`config.mk`:
```
export PLATFORM = sky130hd
export DESIGN_NAME = sgb_pkt_tx
export DESIGN_NICKNAME = d
export VERILOG_FILES = /design/src/rtl/sgb_pkg.sv /design/src/rtl/sgb_pkt_tx.sv
export SDC_FILE = /design/constraint.sdc
export NUM_CORES = 1
export LEC_CHECK = 0
export ABC_CLOCK_PERIOD_IN_PS = 5800
export BUFFER_PORTS_ARGS = -buffer_cell sky130_fd_sc_hd__buf_2
export CAP_MARGIN = 20
export CELL_PAD_IN_SITES_DETAIL_PLACEMENT = 1
export CELL_PAD_IN_SITES_GLOBAL_PLACEMENT = 1
export CORE_ASPECT_RATIO = 1.4
export CORE_UTILIZATION = 52
export CTS_CLUSTER_DIAMETER = 50
export DETAILED_ROUTE_END_ITERATION = 8
export PLACE_DENSITY_LB_ADDON = 0.1
export SETUP_SLACK_MARGIN = 0.3
export SLEW_MARGIN = 20
export SYNTH_ARGS = -nofsm -noshare
export SYNTH_HDL_FRONTEND = slang
export SYNTH_SLANG_ARGS = --single-unit
```
`constraint.sdc`:
```
create_clock -name clk -period 5.8 [get_ports clk]
set_input_delay 0.58 -clock clk [delete_from_list [all_inputs] [get_ports clk]]
set_output_delay 0.58 -clock clk [all_outputs]
set_load 0.05 [all_outputs]
```
`src/rtl/sgb_pkg.sv`:
```
// +----------------------------------------------------------------------------+
// | sgb_pkg: constants and FSM encoding shared by the SGB packet TX and ICD2 RX |
// | Revision: 1.0                                                              |
// +----------------------------------------------------------------------------+
`default_nettype none

package sgb_pkg;

  typedef enum logic [2:0] {
    ST_IDLE    = 3'd0,
    ST_RST_LO  = 3'd1,
    ST_RST_HI  = 3'd2,
    ST_BIT_LO  = 3'd3,
    ST_BIT_HI  = 3'd4,
    ST_STOP_LO = 3'd5,
    ST_STOP_HI = 3'd6
  } sgb_state_t;

  // Line values are {P15,P14}; a low line is the active pulse.
  localparam logic [1:0] JOY_IDLE = 2'b11;
  localparam logic [1:0] JOY_RST  = 2'b00;
  localparam logic [1:0] JOY_BIT0 = 2'b10;
  localparam logic [1:0] JOY_BIT1 = 2'b01;

  localparam int SGB_PKT_BYTES = 16;

  function automatic logic [1:0] joy_bit_enc(input logic b);
    return b ? JOY_BIT1 : JOY_BIT0;
  endfunction

endpackage

`default_nettype wire

```
`src/rtl/sgb_pkt_tx.sv`:
```
// +----------------------------------------------------------------------------+
// | sgb_pkt_tx: serialises a 16-byte SGB command packet onto the P14/P15 lines |
// | Revision: 1.0                                                              |
// +----------------------------------------------------------------------------+
`default_nettype none

module sgb_pkt_tx
  import sgb_pkg::*;
#(
  parameter int PULSE_TICKS = 5,
  parameter int IDLE_TICKS  = 15
) (
  input  logic       clk,
  input  logic       reset,
  input  logic       ce,
  input  logic       wr,
  input  logic [3:0] waddr,
  input  logic [7:0] wdata,
  input  logic       start,
  output logic       busy,
  output logic       done,
  output logic [1:0] joy_p54
);

  localparam int RST_TICKS = 3 * PULSE_TICKS;
  localparam int MAX_TICKS = (RST_TICKS > IDLE_TICKS) ? RST_TICKS : IDLE_TICKS;
  localparam int CW        = $clog2(MAX_TICKS) + 1;

  localparam logic [CW-1:0] RST_LAST   = CW'(RST_TICKS - 1);
  localparam logic [CW-1:0] PULSE_LAST = CW'(PULSE_TICKS - 1);
  localparam logic [CW-1:0] IDLE_LAST  = CW'(IDLE_TICKS - 1);

  sgb_state_t    state;
  logic [CW-1:0] cnt;
  logic [CW-1:0] limit;
  logic [6:0]    idx;
  logic [6:0]    idx_nxt;
  logic          cur_bit;
  logic          nxt_bit;
  logic [7:0]    pkt_buf [SGB_PKT_BYTES];

  // Writes are locked out while a packet is in flight so the stream stays coherent.
  always_ff @(posedge clk or posedge reset) begin
    if (reset) begin
      for (int i = 0; i < SGB_PKT_BYTES; i++) begin
        pkt_buf[i] <= '0;
      end
    end else if (wr && !busy) begin
      pkt_buf[waddr] <= wdata;
    end
  end

  assign idx_nxt = idx + 7'd1;
  assign cur_bit = pkt_buf[idx[6:3]][idx[2:0]];
  assign nxt_bit = pkt_buf[idx_nxt[6:3]][idx_nxt[2:0]];

  always_comb begin
    limit = '0;
    case (state)
      ST_RST_LO:                         limit = RST_LAST;
      ST_BIT_LO, ST_STOP_LO:             limit = PULSE_LAST;
      ST_RST_HI, ST_BIT_HI, ST_STOP_HI:  limit = IDLE_LAST;
      default:                           limit = '0;
    endcase
  end

  // Line value is registered and updated on the same edge as the state change.
  always_ff @(posedge clk or posedge reset) begin
    if (reset) begin
      state   <= ST_IDLE;
      cnt     <= '0;
      idx     <= '0;
      joy_p54 <= JOY_IDLE;
      busy    <= 1'b0;
      done    <= 1'b0;
    end else begin
      done <= 1'b0;
      if (state == ST_IDLE) begin
        joy_p54 <= JOY_IDLE;
        if (start) begin
          state   <= ST_RST_LO;
          cnt     <= '0;
          idx     <= '0;
          joy_p54 <= JOY_RST;
          busy    <= 1'b1;
        end
      end else if (ce) begin
        if (cnt != limit) begin
          cnt <= cnt + 1'b1;
        end else begin
          cnt <= '0;
          case (state)
            ST_RST_LO: begin
              state   <= ST_RST_HI;
              joy_p54 <= JOY_IDLE;
            end
            ST_RST_HI: begin
              state   <= ST_BIT_LO;
              joy_p54 <= joy_bit_enc(cur_bit);
            end
            ST_BIT_LO: begin
              state   <= ST_BIT_HI;
              joy_p54 <= JOY_IDLE;
            end
            ST_BIT_HI: begin
              if (idx == 7'd127) begin
                state   <= ST_STOP_LO;
                joy_p54 <= JOY_BIT0;
              end else begin
                idx     <= idx_nxt;
                state   <= ST_BIT_LO;
                joy_p54 <= joy_bit_enc(nxt_bit);
              end
            end
            ST_STOP_LO: begin
              state   <= ST_STOP_HI;
              joy_p54 <= JOY_IDLE;
            end
            ST_STOP_HI: begin
              state   <= ST_IDLE;
              joy_p54 <= JOY_IDLE;
              busy    <= 1'b0;
              done    <= 1'b1;
            end
            default: begin
              state   <= ST_IDLE;
              joy_p54 <= JOY_IDLE;
              busy    <= 1'b0;
            end
          endcase
        end
      end
    end
  end

endmodule

`default_nettype wire

```
==> impl_metrics.toml, run 1 <==
[place]
placed_area_um2 = 8770
dp_cells = 877
place.gp.congestion = 0.933
io_buffers = 20
place_hpwl_um = 17600

[clocking]
post_cts_resized = 0
cts.reportedPaths.clkPinSlew_ns = 0.06
cts_max_level = 4
cts_max_path_buffers = 2
cts_sinks = 147
cts_setup_buffers = 0
numCtsBuffers = 17
clk-insertion-delay-late_ns = 0.43
ctsHoldBuffers = 0
cts_tree = "built"
root_buffer = "clkbuf_16"

[cells_and_area]
diodes = 0
drive_above_1_share_pct = 35.6
layout.cells.non_filler = 907
fin_area_um2 = 9370
layout.nets = 716
syn_to_final_growth_pct = 9.47

[setup_path]
slowest_delay_ns = 1.00
critPathMaxFanout = 30
cp-start-kind = "flip-flop"
cp_data_arrival_time_ns = 4.29
timing.rr.start = "idx[3]"
critPathSlowestCell = "dfrtp_2"
cp-end-kind = "flip-flop"
required_ns = 6.15
crit_chain = "and4_1 > nand3_1 > nand2_1 > mux2i_1 > a2111o_1 > and4_1 > o311a_1 > a31o_1"
critPathMostFrequentCell = "and4_1"
crit_type = "flip-flop to flip-flop"
crit_start = "idx[3]"
ff2ff_path_depth = 8

[sta]
hold_viol = 0
finalSetupTns_ns = 0
rsz0062_at_grt = "no"
drv_slew = 0
fmax_mhz = 254
worstMarginPinSlew_ns = 0.995
period_share_pct = 67.9
clock_skew_ns = 0.00598
fin_crit_ns = 3.94
setup_viol = 0
maxSlewHeadroom_pct = 33.7

[logic_synthesis]
synth_cells = 692
synth_common_cells = "dfrtp_1 (145), mux2_2 (127), nand2_1 (57)"
yosys_warnings = 0
yosysSeqAreaShare_pct = 43.0
postSynthAreaPerCell_um2 = 12.4
async_flop_share_pct = 100
synth_top_cell_area_share_pct = 42.4
ys_types = 71
synth_edf_count = 0
ys.flop_type = "dfrtp_1"
netlist_area_um2 = 8560
synth_most_common_cell = "dfrtp_1"
yosys-top-cells-area = "dfrtp_1 (42%), mux2_2 (17%), mux4_2 (12%), mux2i_1 (4.2%), nand2_1 (2.5%)"
yosysTopAreaCell = "dfrtp_1"
syn_nets = 711
ys_ff_latch = 147

[pwr]
clock_power_share_pct = 30.9
power_density_nw_per_um2 = 389
p_switching_w = 0.00114
p_sw_share_pct = 31.3
p_int_w = 0.00250
sequentialPowerShare_pct = 45.5
p_leak_nw = 4.11
vdd_drop_max_mv = 0.267
p_comb_share_pct = 23.6

[route]
drtIter0Drc = 384
drc = 0
routed_wl_um = 25400
postRouteAntennaNets = 0
viasPerCell = 6.81
via_count = 6174
wire_per_inst_um = 28.0
drt_pre_antenna_iters = 6

[grt]
grt_max_degree = 93
track_usage_pct = 31.6
grt_pass1_vias = 6552
grt_pass1_wl_um = 39800
grt_overflow = 0
antenna_found_initial = 0

[floorplanning]
die_y_um = 154
die_area_um2 = 17000
core-area_um2 = 16100
start_util_pct = 53.2
dieWidth_um = 110
std_cell_rows = 55
num_io_pins = 21

[flow_run]
drv_cap = 0

[hold_path]
worstHoldPathType = "primary input to asynchronous set/reset pin"

[run_status]
status = "finished clean"
==> final timing paths <==
check	endpoint	slack, ns
min in group clk	idx[6]	0.43
hold / removal	pkt_buf[90]	0.31
setup reg to reg	joy_p54[1]	1.86
setup / recovery	joy_p54[1]	1.86
hold reg to reg	pkt_buf[121]	0.54
max in group asynchronous	pkt_buf[81]	4.23
==> registers in the layout, indices dropped and copies added, names as in the netlist <==
| signal | count |
|---|---|
| busy | 1 |
| done | 1 |
| state | 3 |
| cnt | 5 |
| idx | 7 |
| pkt_buf | 128 |
| joy_p54 | 2 |
==> metrics by stage <==
step | util (%) | total power (W) | hold WS, ns | setup WS (ns)
after floorplan | - | 0.00220 | 0.488 | 1.27
final | 58.2 | 0.00364 | 0.312 | 1.86
after detailed placement | 54.5 | 0.00250 | 0.516 | 1.91
after global placement | 54.5 | 0.00244 | 0.508 | 2.07
after CTS | 58.2 | 0.00365 | 0.354 | 1.87
after global routing | 58.2 | 0.00381 | 0.397 | 1.72
==> cell families after synthesis <==
logic type                 Yosys count  share of synthesized area, %
AOI/OAI and AO/OA                  113                          9.43
buffers and inverters               55                          3.29
xor gates and xnor gates             8                          1.34
DFF                                147                          43.0
muxes                              210                          33.3
adders and majority gates            2                         0.292
and+or+nand+nor                    157                          9.33
==> placed cells by master (no fill, tap or decap), drive strengths merged, types with 4 or more instances in the layout <==
cell	Yosys	final
a2111oi	6	6
a211o	4	4
a211oi	10	10
a21oi	16	16
a22oi	15	15
and3	11	11
buf	19	30
clkbuf	25	22
dfrtp	145	145
inv	10	11
mux2	127	127
mux2i	36	36
mux4	47	47
nand2	57	57
nand2b	8	8
nand3	13	13
nand4	9	9
nor2	25	25
nor2b	8	8
nor3	10	10
o21ai	28	28
o22ai	4	4
xnor2	4	4
xor2	4	4
==> per-layer routing <==
metal  vias to the layer above  share of wire [%]  global-route usage, %
met3                        71                3.9                   5.60
li1                       2670                  -                      -
met4                         0                4.4                   15.2
met5                         -                  0                      0
met1                      3245                 40                   38.9
met2                       188                 51                   54.0
==> final cells by class <==
type                            count  area, µm²
Fill cell                        1639       6730
Multi-Input combinational cell    490       4630
Sequential cell                   147       3680
Clock buffer                       22        464
Tap cell                          199        249
Timing Repair Buffer               30        175
Clock inverter                      8        128
Inverter                           11       46.3
==> critical path: cells and delay by family, from the launching register on <==
| kind | cells | cell delay, ns |
|---|---|---|
| simple gates | 4 | 1.61 |
| compound gates | 3 | 1.04 |
| flops | 1 | 1.00 |
| mux | 1 | 0.21 |
==> power groups by stage <==
stage / Combinational [W] / Sequential [W] / Clock, W
final: 0.000858 / 0.00166 / 0.00113
after global routing: 0.000929 / 0.00170 / 0.00118
after CTS: 0.000861 / 0.00165 / 0.00114
after detailed placement: 0.000846 / 0.00165 / 0
after global placement: 0.000808 / 0.00163 / 0
after floorplan: 0.000688 / 0.00151 / 0
(Power assumes the default switching activity.)
==> run 2: changes to the inputs <==
--- a/config.mk
+++ b/config.mk
@@ -5,13 +5,14 @@
 export SDC_FILE = /design/constraint.sdc
 export NUM_CORES = 1
 export LEC_CHECK = 0
-export ABC_CLOCK_PERIOD_IN_PS = 5800
+export ABC_AREA = 1
+export ABC_CLOCK_PERIOD_IN_PS = 3940
 export BUFFER_PORTS_ARGS = -buffer_cell sky130_fd_sc_hd__buf_2
 export CAP_MARGIN = 20
 export CELL_PAD_IN_SITES_DETAIL_PLACEMENT = 1
 export CELL_PAD_IN_SITES_GLOBAL_PLACEMENT = 1
 export CORE_ASPECT_RATIO = 1.4
-export CORE_UTILIZATION = 52
+export CORE_UTILIZATION = 47
 export CTS_CLUSTER_DIAMETER = 50
 export DETAILED_ROUTE_END_ITERATION = 8
 export PLACE_DENSITY_LB_ADDON = 0.1
==> constraint.sdc (replaced) <==
create_clock -name clk -period 3.94 [get_ports clk]
set_input_delay 0.394 -clock clk [delete_from_list [all_inputs] [get_ports clk]]
set_output_delay 0.394 -clock clk [all_outputs]
set_load 0.05 [all_outputs]
==> impl_metrics.toml, run 2 <==
[sta]
fin_crit_ns = 3.27
worstMarginPinSlew_ns = 0.896
hold_viol = 0
whs_ns = 0.0473
maxSlewHeadroom_pct = 40.1
setup_viol = 0
clock_skew_ns = 0.0121
rsz0062_at_grt = "no"
fmax_mhz = 306
fin_ws_ns = 0.671
finalSetupTns_ns = 0
period_share_pct = 83.0
drv_slew = 0

[place]
placed_area_um2 = 8310
io_buffers = 20
place.gp.congestion = 0.866
place_hpwl_um = 19000
pre_cts_ws_ns = 0.750

[logic_synthesis]
ys.flop_type = "dfrtp_1"
yosys-top-cells-area = "dfrtp_1 (44%), nand2_1 (13%), nand3_1 (12%), o21ai_0 (12%), nor2_1 (4.0%)"
synth_edf_count = 0
synth_top_cell_area_share_pct = 44.4
yosys_warnings = 0
synth-adder-area-share_pct = 0.306
synth_most_common_cell = "nand2_1"
synth-xor-area-share_pct = 0.429
ys_ff_latch = 147
async_flop_share_pct = 100
postSynthAreaPerCell_um2 = 7.27
ys_types = 27
synth-compound-area-share_pct = 16.6
syn_nets = 1143
yosysTopAreaCell = "dfrtp_1"
yosysSeqAreaShare_pct = 45.1
synth-simple-area-share_pct = 31.1
synthMuxAreaShare_pct = 0
netlist_area_um2 = 8170
synth_cells = 1124
synth_common_cells = "nand2_1 (283), nand3_1 (195), o21ai_0 (188)"
synth_top_family_by_area = "simple AND/OR/NAND/NOR gates"

[clocking]
numCtsBuffers = 17
cts_sinks = 147
cts_tree = "built"
cts_setup_buffers = 0
post_cts_resized = 0
cts_max_path_buffers = 2
root_buffer = "clkbuf_16"
clk-insertion-delay-late_ns = 0.43
cts_max_level = 4
ctsHoldBuffers = 0
cts.reportedPaths.clkPinSlew_ns = 0.07

[cells_and_area]
regMostFlops = "pkt_buf"
syn_to_final_growth_pct = 8.75
layout.nets = 1115
largest_reg_flops = 128
fin_util_pct = 52.6
drive_above_1_share_pct = 7.66
diodes = 0
final_common_cell = "nand2_1"
final_cell_mix = "nand2_1 (283), nand3_1 (195), o21ai_0 (188)"
fin_area_um2 = 8880
reg_top3 = "pkt_buf: 128 flops, idx: 7 flops, cnt: 5 flops"

[route]
wire_per_inst_um = 21.3
routed_wl_um = 28600
viasPerCell = 6.09
postRouteAntennaNets = 0
via_count = 8161
drc = 0
drtIter0Drc = 610
drt_pre_antenna_iters = 5

[pwr]
power_density_nw_per_um2 = 849
clock_power_share_pct = 21.2
p_switching_w = 0.00343
vdd_drop_max_mv = 0.342
p_sw_share_pct = 45.5
p_leak_nw = 3.96
p_int_w = 0.00411
p_comb_share_pct = 40.6
sequentialPowerShare_pct = 38.2

[flow_run]
drv_cap = 0

[grt]
grt_max_degree = 53
track_usage_pct = 34.2
grt_pass1_vias = 8424
grt_overflow = 0
antenna_found_initial = 0
grt_pass1_wl_um = 46200

[floorplanning]
die_area_um2 = 17900
core-area_um2 = 16900
num_io_pins = 21
die_y_um = 158
start_util_pct = 48.4
std_cell_rows = 56
dieWidth_um = 113

[setup_path]
cp_data_arrival_time_ns = 3.62
critPathSlowestCell = "dfrtp_2"
cp.depth = 16
endpoint = "joy_p54[0]"
slowest_delay_ns = 0.60
reg2reg_slack_ns = 0.67
timing.rr.start = "idx[3]"
r2r_end = "joy_p54[0]"
crit_start = "idx[3]"
ff2ff_path_depth = 16
crit_chain = "inv_2 > nand2_2 > nand2_2 > buf_4 > nand2_1 > nand3_1 > nand3_1 > nand3_1 > nand3_1 > nand3_1 > nand2_1 > nand2_1 > nand3_1 > nand2_1 > nand3_1 > a21oi_1"
required_ns = 4.29
worst-path-buf-inv = 2
cp-start-kind = "flip-flop"
critical-path-top-delay-family = "simple AND/OR/NAND/NOR gates"
critPathMaxFanout = 39
cp-end-kind = "flip-flop"
crit_type = "flip-flop to flip-flop"
critPathMostFrequentCell = "nand3_1"

[run_status]
status = "finished clean"

[hold_path]
worstHoldPathType = "primary input to asynchronous set/reset pin"
-- run 2: cell families (layout without fill, tap and decap cells) --
logic type | after synthesis | in the layout
adders and majority gates | 2 | 2
and+or+nand+nor | 591 | 591
DFF | 147 | 147
buffers and inverters | 121 | 106
AOI/OAI and AO/OA | 259 | 259
xor gates and xnor gates | 4 | 4
-- run 2: worst min-delay path by stage --
| stage | slack [ns] | end | from | cells after the start |
|---|---|---|---|---|
| 6_report | 0.05 | pkt_buf[1] | reset | 2 |
| 4_1_cts | 0.06 | pkt_buf[9] | reset | 2 |
| 3_5_place_dp | 0.50 | pkt_buf[51] | pkt_buf[51] | 2 |
| 3_3_place_gp | 0.49 | pkt_buf[112] | pkt_buf[112] | 2 |
| 5_1_grt | 0.09 | pkt_buf[9] | reset | 2 |
| 2_1_floorplan | 0.47 | pkt_buf[10] | pkt_buf[10] | 2 |
-- run 2: through the flow --
step | power, W | std cells
after floorplan | 0.00455 | 1124
after global placement | 0.00577 | 1309
after detailed placement | 0.00589 | 1309
after CTS | 0.00752 | 1341
after global routing | 0.00808 | 1341
final | 0.00754 | 1341
-- run 2: area by class of cell --
cell class	count	area, µm²
Clock inverter	13	125
Multi-Input combinational cell	856	3960
Timing Repair Buffer	34	218
Sequential cell	147	3680
Tap cell	232	290
Fill cell	2180	8000
Inverter	40	154
Clock buffer	19	453
-- run 2: power by group through the flow --
stage	registers, W	clock network [W]	logic, W
global route	0.00294	0.00167	0.00348
global placement	0.00286	0	0.00291
CTS	0.00285	0.00162	0.00305
detailed placement	0.00286	0	0.00303
floorplan	0.00258	0	0.00197
finish	0.00288	0.00160	0.00306
-- run 2: metal layers --
layer | track usage [%] | up-vias | part of all wire (%)
met3 | 4.94 | 78 | 4.4
met2 | 59.9 | 257 | 51
met1 | 42.0 | 4067 | 41
met5 | 0 | - | 0
met4 | 14.3 | 0 | 3.6
li1 | - | 3759 | -
